File: src/rtl/dma_mem_bridge.sv
// DMA-to-Wishbone bridge: turns one-word DMA requests from the matrix accelerator
// into classic Wishbone cycles, with timeout, sticky error reporting and transfer counters.
module dma_mem_bridge #(
    parameter logic [15:0] TIMEOUT  = 16'd255,
    parameter logic [31:0] ERR_DATA = 32'hDEADBEEF
) (
    input  logic        clk,
    input  logic        reset,
    input  logic        dma_req,
    input  logic        dma_we,
    input  logic [31:0] dma_addr,
    input  logic [31:0] dma_wdata,
    output logic [31:0] dma_rdata,
    output logic        dma_ack,
    output logic        wbm_cyc_o,
    output logic        wbm_stb_o,
    output logic        wbm_we_o,
    output logic [31:0] wbm_adr_o,
    output logic [31:0] wbm_dat_o,
    output logic [3:0]  wbm_sel_o,
    input  logic [31:0] wbm_dat_i,
    input  logic        wbm_ack_i,
    input  logic        wbm_err_i,
    input  logic        err_clr,
    output logic        err_o,
    output logic [1:0]  err_code,
    output logic [15:0] rd_count,
    output logic [15:0] wr_count
);
    typedef enum logic [1:0] {IDLE, BUS, RESP} state_t;

    localparam logic [1:0] CODE_BUS = 2'd1, CODE_TMO = 2'd2, CODE_MIS = 2'd3;

    state_t      state, state_nxt;
    logic [31:0] addr_q, wdata_q, rdata_q;
    logic        we_q, ok_q;
    logic [15:0] tcnt;
    logic        ev_ok, ev_err;
    logic [1:0]  ev_code;
    logic        cur_we, in_bus;

    // In IDLE the request is not latched yet, so a misaligned response uses the live dma_we.
    assign cur_we = (state == IDLE) ? dma_we : we_q;
    assign in_bus = (state == BUS);

    always_comb begin
        state_nxt = state;
        ev_ok     = 1'b0;
        ev_err    = 1'b0;
        ev_code   = 2'd0;
        case (state)
            IDLE: if (dma_req) begin
                if (dma_addr[1:0] != 2'b00) begin
                    state_nxt = RESP;
                    ev_err    = 1'b1;
                    ev_code   = CODE_MIS;
                end else begin
                    state_nxt = BUS;
                end
            end
            BUS: begin
                if (wbm_ack_i) begin
                    state_nxt = RESP;
                    ev_ok     = 1'b1;
                end else if (wbm_err_i) begin
                    state_nxt = RESP;
                    ev_err    = 1'b1;
                    ev_code   = CODE_BUS;
                end else if (tcnt == TIMEOUT - 16'd1) begin
                    state_nxt = RESP;
                    ev_err    = 1'b1;
                    ev_code   = CODE_TMO;
                end
            end
            RESP:    state_nxt = IDLE;
            default: state_nxt = IDLE;
        endcase
    end

    always_ff @(posedge clk or posedge reset) begin
        if (reset) begin
            state    <= IDLE;
            addr_q   <= '0;
            wdata_q  <= '0;
            we_q     <= 1'b0;
            rdata_q  <= '0;
            ok_q     <= 1'b0;
            tcnt     <= '0;
            rd_count <= '0;
            wr_count <= '0;
            err_o    <= 1'b0;
            err_code <= '0;
        end else begin
            state <= state_nxt;
            if (state == IDLE && dma_req) begin
                addr_q  <= dma_addr;
                we_q    <= dma_we;
                wdata_q <= dma_wdata;
            end
            tcnt <= in_bus ? tcnt + 16'd1 : 16'd0;
            if (state != RESP && state_nxt == RESP) begin
                ok_q <= ev_ok;
                if (cur_we)     rdata_q <= '0;
                else if (ev_ok) rdata_q <= wbm_dat_i;
                else            rdata_q <= ERR_DATA;
            end
            // Counters advance on leaving RESP, independent of whether the ack was delivered.
            if (state == RESP && ok_q) begin
                if (we_q) wr_count <= wr_count + 16'd1;
                else      rd_count <= rd_count + 16'd1;
            end
            if (ev_err) begin
                err_o <= 1'b1;
                if (!err_o || err_clr) err_code <= ev_code;
            end else if (err_clr) begin
                err_o    <= 1'b0;
                err_code <= '0;
            end
        end
    end

    assign wbm_cyc_o = in_bus;
    assign wbm_stb_o = in_bus;
    assign wbm_we_o  = in_bus & we_q;
    assign wbm_adr_o = in_bus ? addr_q : 32'd0;
    assign wbm_dat_o = in_bus ? wdata_q : 32'd0;
    assign wbm_sel_o = in_bus ? 4'hF : 4'h0;
    assign dma_ack   = (state == RESP) && dma_req;
    assign dma_rdata = dma_ack ? rdata_q : 32'd0;

endmodule

File: config.mk
export PLATFORM = sky130hd
export DESIGN_NAME = dma_mem_bridge
export DESIGN_NICKNAME = d
export VERILOG_FILES = /design/src/rtl/dma_mem_bridge.sv
export SDC_FILE = /design/constraint.sdc
export NUM_CORES = 1
export LEC_CHECK = 0
export CAP_MARGIN = 20
export CELL_PAD_IN_SITES_DETAIL_PLACEMENT = 0
export CELL_PAD_IN_SITES_GLOBAL_PLACEMENT = 1
export CORE_ASPECT_RATIO = 0.75
export CORE_MARGIN = 2
export CORE_UTILIZATION = 39
export CTS_BUF_LIST = sky130_fd_sc_hd__clkbuf_4
export CTS_CLUSTER_DIAMETER = 150
export DETAILED_ROUTE_END_ITERATION = 7
export PLACE_DENSITY_LB_ADDON = 0.1
export SLEW_MARGIN = 20
export SYNTH_ARGS = -nofsm -noshare
export SYNTH_HDL_FRONTEND = slang
export SYNTH_SLANG_ARGS = --single-unit
File: constraint.sdc
create_clock -name clk -period 8.62 [get_ports clk]
set_clock_uncertainty 0.05 [all_clocks]
set_input_delay 0.862 -clock clk [delete_from_list [all_inputs] [get_ports clk]]
set_output_delay 0.862 -clock clk [all_outputs]
set_load 0.005 [all_outputs]
==> metrics.csv, run 1 <==
stage,metric,value,unit
status,outcome,"finished, final reports clean",
routing,finalWirelength,17.6,mm
die,core.rowCount,42,
cts,cts_made_buffers,17,
worst_setup_path,crit_start,state[1]$_DFF_PP0_,
cts,clock-sinks,151,
cts,cts_buffer_depth,2,
cts,clk_pin_slew,0.12,ns
routing,drc,0,
global_route,grtUsageMet3,6.17,%
worst_setup_path,endpoint,wbm_adr_o[30],
yosys,async_flop_share,100,%
routing,viasPerCell,4.89,
cts,ctsHtreeMaxLevel,4,
worst_setup_path,rr_startpoint,tcnt[12]$_DFF_PP0_,
timing,rsz0062_at_grt,no,
global_route,antenna_found_initial,1,
final_layout,n_fill_cell,1530,
power,finalPower,1.67,mW
worst_setup_path,slowest_stage,nand2b_1,
routing,drtIter0Drc,318,
yosys,yosys_most_used_dff,dfrtp_1,
timing,period_needed,4.05,ns
timing,fin_crit_sh,47.0,%
routing,route.antenna.remaining_nets,0,
final_layout,final_cell_area,9960,um^2
worst_setup_path,path_buf_inv,3,
worst_setup_path,arrival,3.14,ns
global_route,grt_max_degree,81,
die,pin_count,242,
timing,fin_tns_setup,0,ns
die,die_area,19200,um^2
timing,tightestPinTransition,1.14,ns
global_route,grt-ovfl-total,0,
timing,setup_viol,0,
yosys,syn_nets,733,
placement,pre_cts_slack,4.81,ns
placement,placed_cell_area,9630,um^2
yosys,avgSynthCellArea,11.3,um^2
worst_setup_path,critPathKind,reg -> out,
placement,gp_congestion,0.774,
worst_setup_path,startpoint_type,flip-flop,
worst_setup_path,cpPeakStageDelay,0.70,ns
worst_setup_path,regToRegEndpoint,rdata_q[0]$_DFFE_PP0P_,
final_layout,multiInputGateArea,3080,um^2
final_layout,synthToLayoutAreaGrowth,40.9,%
yosys,syn_area,7070,um^2
cts,cts_tree,built,
routing,routed-via-count,5428,
run,cap_violations,0,
yosys,synthDistinctLibCells,46,
yosys,ys_seq_area_share,53.4,%
worst_setup_path,path_cells,nand2b_1 -> clkinv_1 -> buf_4 -> and2_1 -> clkdlybuf4s50_1,
timing,whs,0.434,ns
cts,cts_root_buf,clkbuf_4,
worst_setup_path,critPathCaptureType,primary output,
global_route,grt_pass1_vias,5499,
worst_setup_path,cp_data_required_time,7.71,ns
final_layout,regArea,3780,um^2
global_route,grt_pass1_wl,28.8,mm
cts,worstSkewPairLatency,0.55,ns
final_layout,nNetsFinal,959,
yosys,synth-warning-count,0,
die,core-area,17700,um^2
global_route,grt_use_total,18.8,%
power,power.density,168,nW/um^2
routing,dr.pass1.iters,4,
yosys,synth_edf_count,0,
yosys,yosys_register_bits,151,
hold_path,holdCritStartpoint,rd_count[15]$_DFFE_PP0P_,
power,p_leak,4.02,nW
timing,slew_headroom,24.2,%
worst_setup_path,rrSetupSlack,5.94,ns
power,max-vdd-ir-drop,79.7,uV
yosys,syn_inst,626,
global_route,met1_usage,24.4,%
global_route,gr-max-usage-layer,met2,
die,chipWidth,159,um
worst_setup_path,cp.depth,5,
die,die_y,121,um
die,start_util,39.9,%
timing,drv_slew,0,
placement,io_buffers,241,
cts,cts_resized,0,
timing,hold_viol,0,
timing,fin_ws,4.57,ns
cts,postCtsSetupRepairBufs,0,
hold_path,hold_path.class,reg -> reg,
global_route,gr-usage-met2,29.8,%
worst_setup_path,cpLargestDelayFamily,buffers and inverters,
cts,holdBufCountCts,0,
worst_setup_path,rr_worst_depth,5,
timing,fmax,0.247,GHz
final_layout,drive_gt1_share,13.8,%
routing,post_drt_wl_per_cell,15.9,um
placement,dp.final_hpwl,12.6,mm
worst_setup_path,path_max_fanout,71,
-- power by group --
group	switching [mW]	internal (mW)	leakage (nW)
Sequential	0.0657	0.821	1.87
Clock	0.267	0.172	0.136
Combinational	0.134	0.213	2.02
-- sequential cells by signal, indices dropped and copies added, names as in the netlist, 2 cells and up --
register	cells
addr_q	32
rdata_q	32
wdata_q	32
rd_count	16
tcnt	16
wr_count	16
err_code	2
state	2
-- how the worst min path moves through the flow --
stage / to / slack, ns / cells past startpoint
floorplan: tcnt[0]$_DFF_PP0_ / 0.40 / 1
global placement: tcnt[0]$_DFF_PP0_ / 0.41 / 1
detailed placement: wr_count[15]$_DFFE_PP0P_ / 0.42 / 1
CTS: wr_count[15]$_DFFE_PP0P_ / 0.44 / 1
global route: wr_count[15]$_DFFE_PP0P_ / 0.45 / 1
finish: rd_count[15]$_DFFE_PP0P_ / 0.43 / 1
-- layout by cell type (no fill, tap or decap), types with 5 or more instances in the layout --
cell type and count:
clkdlybuf4s50_1 241, dfrtp_1 151, and2_1 98, mux2_2 66, nand2_1 46, a21oi_1 31
nor2_1 25, a22oi_1 21, xor2_1 21, xnor2_1 19, clkbuf_4 17, nand4_1 12
nand3_1 10, a22o_1 9, inv_1 8, o21ai_0 7, nor3_1 6, and3_1 6
and4_1 6, nand2b_1 5, or3_1 5, clkinvlp_4 5
-- cell families (layout without fill, tap and decap cells) --
group / count (synthesis) / in the layout / share of synthesized area, %
AND/OR/NAND/NOR: 233 / 233 / 18.4
flip-flops: 151 / 151 / 53.4
AO/OA/AOI/OAI: 81 / 81 / 8.18
multiplexers: 67 / 67 / 10.7
buffers and inverters: 50 / 289 / 3.63
XOR/XNOR: 40 / 40 / 4.95
adder cells (fa/ha/maj): 4 / 4 / 0.708
other: 0 / 2 / 0
-- cells in the mapped netlist (4+ instances only) --
| master | count | area, um^2 |
|---|---|---|
| a21oi_1 | 31 | 155 |
| a22o_1 | 9 | 78.8 |
| a22oi_1 | 21 | 158 |
| a22oi_2 | 4 | 50.1 |
| and2_1 | 98 | 613 |
| and3_1 | 6 | 37.5 |
| and4_1 | 6 | 52.6 |
| buf_4 | 7 | 52.6 |
| buf_6 | 4 | 45.0 |
| clkbuf_1 | 24 | 90.1 |
| dfrtp_1 | 151 | 3780 |
| ha_1 | 4 | 50.1 |
| inv_1 | 10 | 37.5 |
| mux2_2 | 66 | 743 |
| nand2_1 | 46 | 173 |
| nand2b_1 | 5 | 31.3 |
| nand3_1 | 10 | 50.1 |
| nand4_1 | 12 | 75.1 |
| nor2_1 | 26 | 97.6 |
| nor3_1 | 6 | 30.0 |
| o21ai_0 | 7 | 35.0 |
| or3_1 | 5 | 31.3 |
| xnor2_1 | 19 | 166 |
| xor2_1 | 21 | 184 |
-- per-stage QoR --
| step | util, % | instances |
|---|---|---|
| floorplan | - | 626 |
| global placement | 54.4 | 1073 |
| detailed placement | 54.4 | 1073 |
| CTS | 56.0 | 1105 |
| global route | 56.2 | 1109 |
| finish | 56.2 | 1109 |
-- final cells by class --
type | count | area share, %
sequential | 151 | 37.9
clock inverter | 15 | 1.55
clock buffer | 17 | 1.28
timing repair buffer | 247 | 24.8
multi-input combinational | 425 | 30.9
tap | 242 | 3.04
antenna | 2 | 0.0502
inverter | 10 | 0.427
-- metal layers --
metal / part of all wire, % / up-vias
li1: - / 2615
met1: 45 / 2637
met2: 47 / 152
met3: 5.8 / 24
met4: 2.1 / 0
met5: 0 / -
(Power assumes the default switching activity.)
==> inputs of run 2 (changes only) <==
--- a/config.mk
+++ b/config.mk
@@ -10,7 +10,7 @@
 export CELL_PAD_IN_SITES_GLOBAL_PLACEMENT = 1
 export CORE_ASPECT_RATIO = 0.75
 export CORE_MARGIN = 2
-export CORE_UTILIZATION = 39
+export CORE_UTILIZATION = 33
 export CTS_BUF_LIST = sky130_fd_sc_hd__clkbuf_4
 export CTS_CLUSTER_DIAMETER = 150
 export DETAILED_ROUTE_END_ITERATION = 7
==> constraint.sdc (replaced) <==
create_clock -name clk -period 3.2 [get_ports clk]
set_clock_uncertainty 0.05 [all_clocks]
set_input_delay 0.32 -clock clk [delete_from_list [all_inputs] [get_ports clk]]
set_output_delay 0.32 -clock clk [all_outputs]
set_load 0.005 [all_outputs]
==> metrics.csv, run 2 (synthesis gave the netlist of run 1 again) <==
stage,metric,value,unit,change
cts,clock-sinks,151,,unchanged
status,outcome,"finished, final reports clean",,
worst_setup_path,arrival,2.56,ns,-0.58 ns
cts,cts_tree,built,,
final_layout,nNetsFinal,964,,+0.52%
worst_setup_path,cp_data_required_time,2.83,ns,-4.88 ns
final_layout,synthToLayoutAreaGrowth,42.6,%,
worst_setup_path,startpoint_type,flip-flop,,
routing,drc,0,,unchanged
routing,finalWirelength,18.7,mm,+6.0%
die,die_area,22600,um^2,+18%
hold_path,hold_path.class,in -> async,,
global_route,grt_use_total,16.6,%,-2.2 points
cts,ctsHtreeMaxLevel,4,,unchanged
placement,placed_cell_area,9790,um^2,+1.6%
final_layout,final_util,47.8,%,-8.4 points
routing,route.antenna.remaining_nets,0,,unchanged
placement,io_buffers,241,,unchanged
die,pin_count,242,,unchanged
timing,whs,0.229,ns,-0.205 ns
run,cap_violations,0,,unchanged
timing,setup_viol,0,,unchanged
cts,cts_root_buf,clkbuf_4,,
timing,fin_tns_setup,0,ns,unchanged
final_layout,final_common_cell,clkdlybuf4s50_1,,
cts,cts_made_buffers,17,,unchanged
timing,rsz0062_at_grt,no,,
global_route,grt_pass1_vias,5546,,+0.85%
final_layout,n_fill_cell,1946,,+27%
global_route,grt-ovfl-total,0,,unchanged
final_layout,instances_no_fill,1159,,+4.5%
final_layout,drive_gt1_share,14.1,%,+0.38 points
die,chipWidth,173,um,+8.5%
timing,drv_slew,0,,unchanged
timing,fmax,0.341,GHz,
routing,routed-via-count,5406,,-0.41%
timing,hold_viol,0,,unchanged
placement,place_inst,1125,,+4.8%
cts,worstSkewPairLatency,0.53,ns,-0.02 ns
global_route,grt_pass1_wl,29.9,mm,+4.1%
cts,cts_buffer_depth,2,,unchanged
timing,slew_headroom,43.5,%,+19 points
die,die_y,131,um,+8.4%
worst_setup_path,path_max_fanout,73,,+2.8%
worst_setup_path,critPathCaptureType,primary output,,
global_route,antenna_found_initial,1,,unchanged
power,power.density,449,nW/um^2,+170%
final_layout,regArea,3780,um^2,unchanged
worst_setup_path,rrSetupSlack,0.73,ns,-5.21 ns
worst_setup_path,critPathKind,reg -> out,,
timing,fin_crit_sh,91.7,%,
die,core-area,21100,um^2,+19%
placement,gp_congestion,0.765,,-1.2%
final_layout,multiInputGateArea,3070,um^2,-0.28%
final_layout,reg.largest.list,"addr_q x32, rdata_q x32, wdata_q x32",,
final_layout,final_cell_mix,"clkdlybuf4s50_1 (241), dfrtp_1 (151), and2_1 (98)",,
die,start_util,33.6,%,-6.4 points
cts,cts_resized,0,,unchanged
global_route,grt_max_degree,90,,+11%
die,core.rowCount,46,,+9.5%
placement,dp.final_hpwl,13.3,mm,+5.0%
timing,period_needed,2.93,ns,
final_layout,final_cell_area,10100,um^2,+1.2%
routing,viasPerCell,4.66,,-4.7%
power,p_leak,4.07,nW,+1.2%
power,max-vdd-ir-drop,214,uV,+170%
cts,holdBufCountCts,0,,unchanged
routing,drtIter0Drc,283,,-11%
timing,tightestPinTransition,0.839,ns,-0.297 ns
cts,clk_pin_slew,0.15,ns,+0.03 ns
routing,post_drt_wl_per_cell,16.1,um,+1.4%
routing,dr.pass1.iters,4,,unchanged
cts,postCtsSetupRepairBufs,0,,unchanged
==> run 2: cell count changes in the layout (fill, tap and decap cells not counted) <==
| cell | change |
|---|---|
| buf_12 | +3 |
| buf_4 | +2 |
| clkinv_4 | +3 |
| clkinvlp_4 | -2 |
| diode_2 | -1 |
| inv_1 | +1 |
| inv_6 | -2 |
| nor4bb_2 | +1 |
| nor4bb_4 | -1 |
==> run 2: area by class of cell <==
cell class	count	area share (%)
Timing Repair Buffer	252	25.3
Sequential cell	151	37.5
Inverter	10	0.410
Clock buffer	17	1.27
Antenna cell	1	0.0248
Tap cell	288	3.57
Multi-Input combinational cell	425	30.4
Clock inverter	15	1.51
==> run 2: worst paths after layout <==
path                                               start                        to  cells after the start
worst max register to register        tcnt[12]$_DFF_PP0_   rdata_q[31]$_DFFE_PP0P_                      5
worst min-delay path                               reset    wdata_q[6]$_DFFE_PP0P_                      3
min in group clk                           wbm_dat_i[12]   rdata_q[12]$_DFFE_PP0P_                      3
worst max-delay path                  state[1]$_DFF_PP0_             wbm_dat_o[24]                      6
max in group asynchronous                          reset        tcnt[13]$_DFF_PP0_                      3
worst min register to register  wr_count[15]$_DFFE_PP0P_  wr_count[15]$_DFFE_PP0P_                      1
==> run 2: routing by layer <==
layer / global-route usage (%) / part of all wire (%) / vias up
met3: 4.60 / 4.0 / 12
met5: 0 / 0 / -
met1: 21.6 / 45 / 2659
li1: - / - / 2613
met4: 3.84 / 1.2 / 0
met2: 28.1 / 50 / 122
==> run 2: critical path, stage by stage (launching register included) <==
cell and delay, ns:
dfrtp_1 0.51, nand2b_1 0.19, buf_4 0.22, inv_1 0.12, buf_12 0.24, and2_1 0.18, clkdlybuf4s50_1 0.54
==> run 2: metrics by stage <==
stage | setup WS [ns] | power (mW)
6_report | 0.266 | 4.52
5_1_grt | 0.0491 | 4.81
4_1_cts | 0.191 | 4.61
3_5_place_dp | 0.609 | 3.38
3_3_place_gp | 0.649 | 3.34
2_1_floorplan | 0.853 | 2.89
==> run 2: power breakdown <==
| part | switching (mW) | leakage (nW) | internal, mW | total [mW] |
|---|---|---|---|---|
| Combinational | 0.367 | 2.06 | 0.583 | 0.950 |
| Clock | 0.727 | 0.145 | 0.465 | 1.19 |
| Sequential | 0.171 | 1.87 | 2.21 | 2.38 |
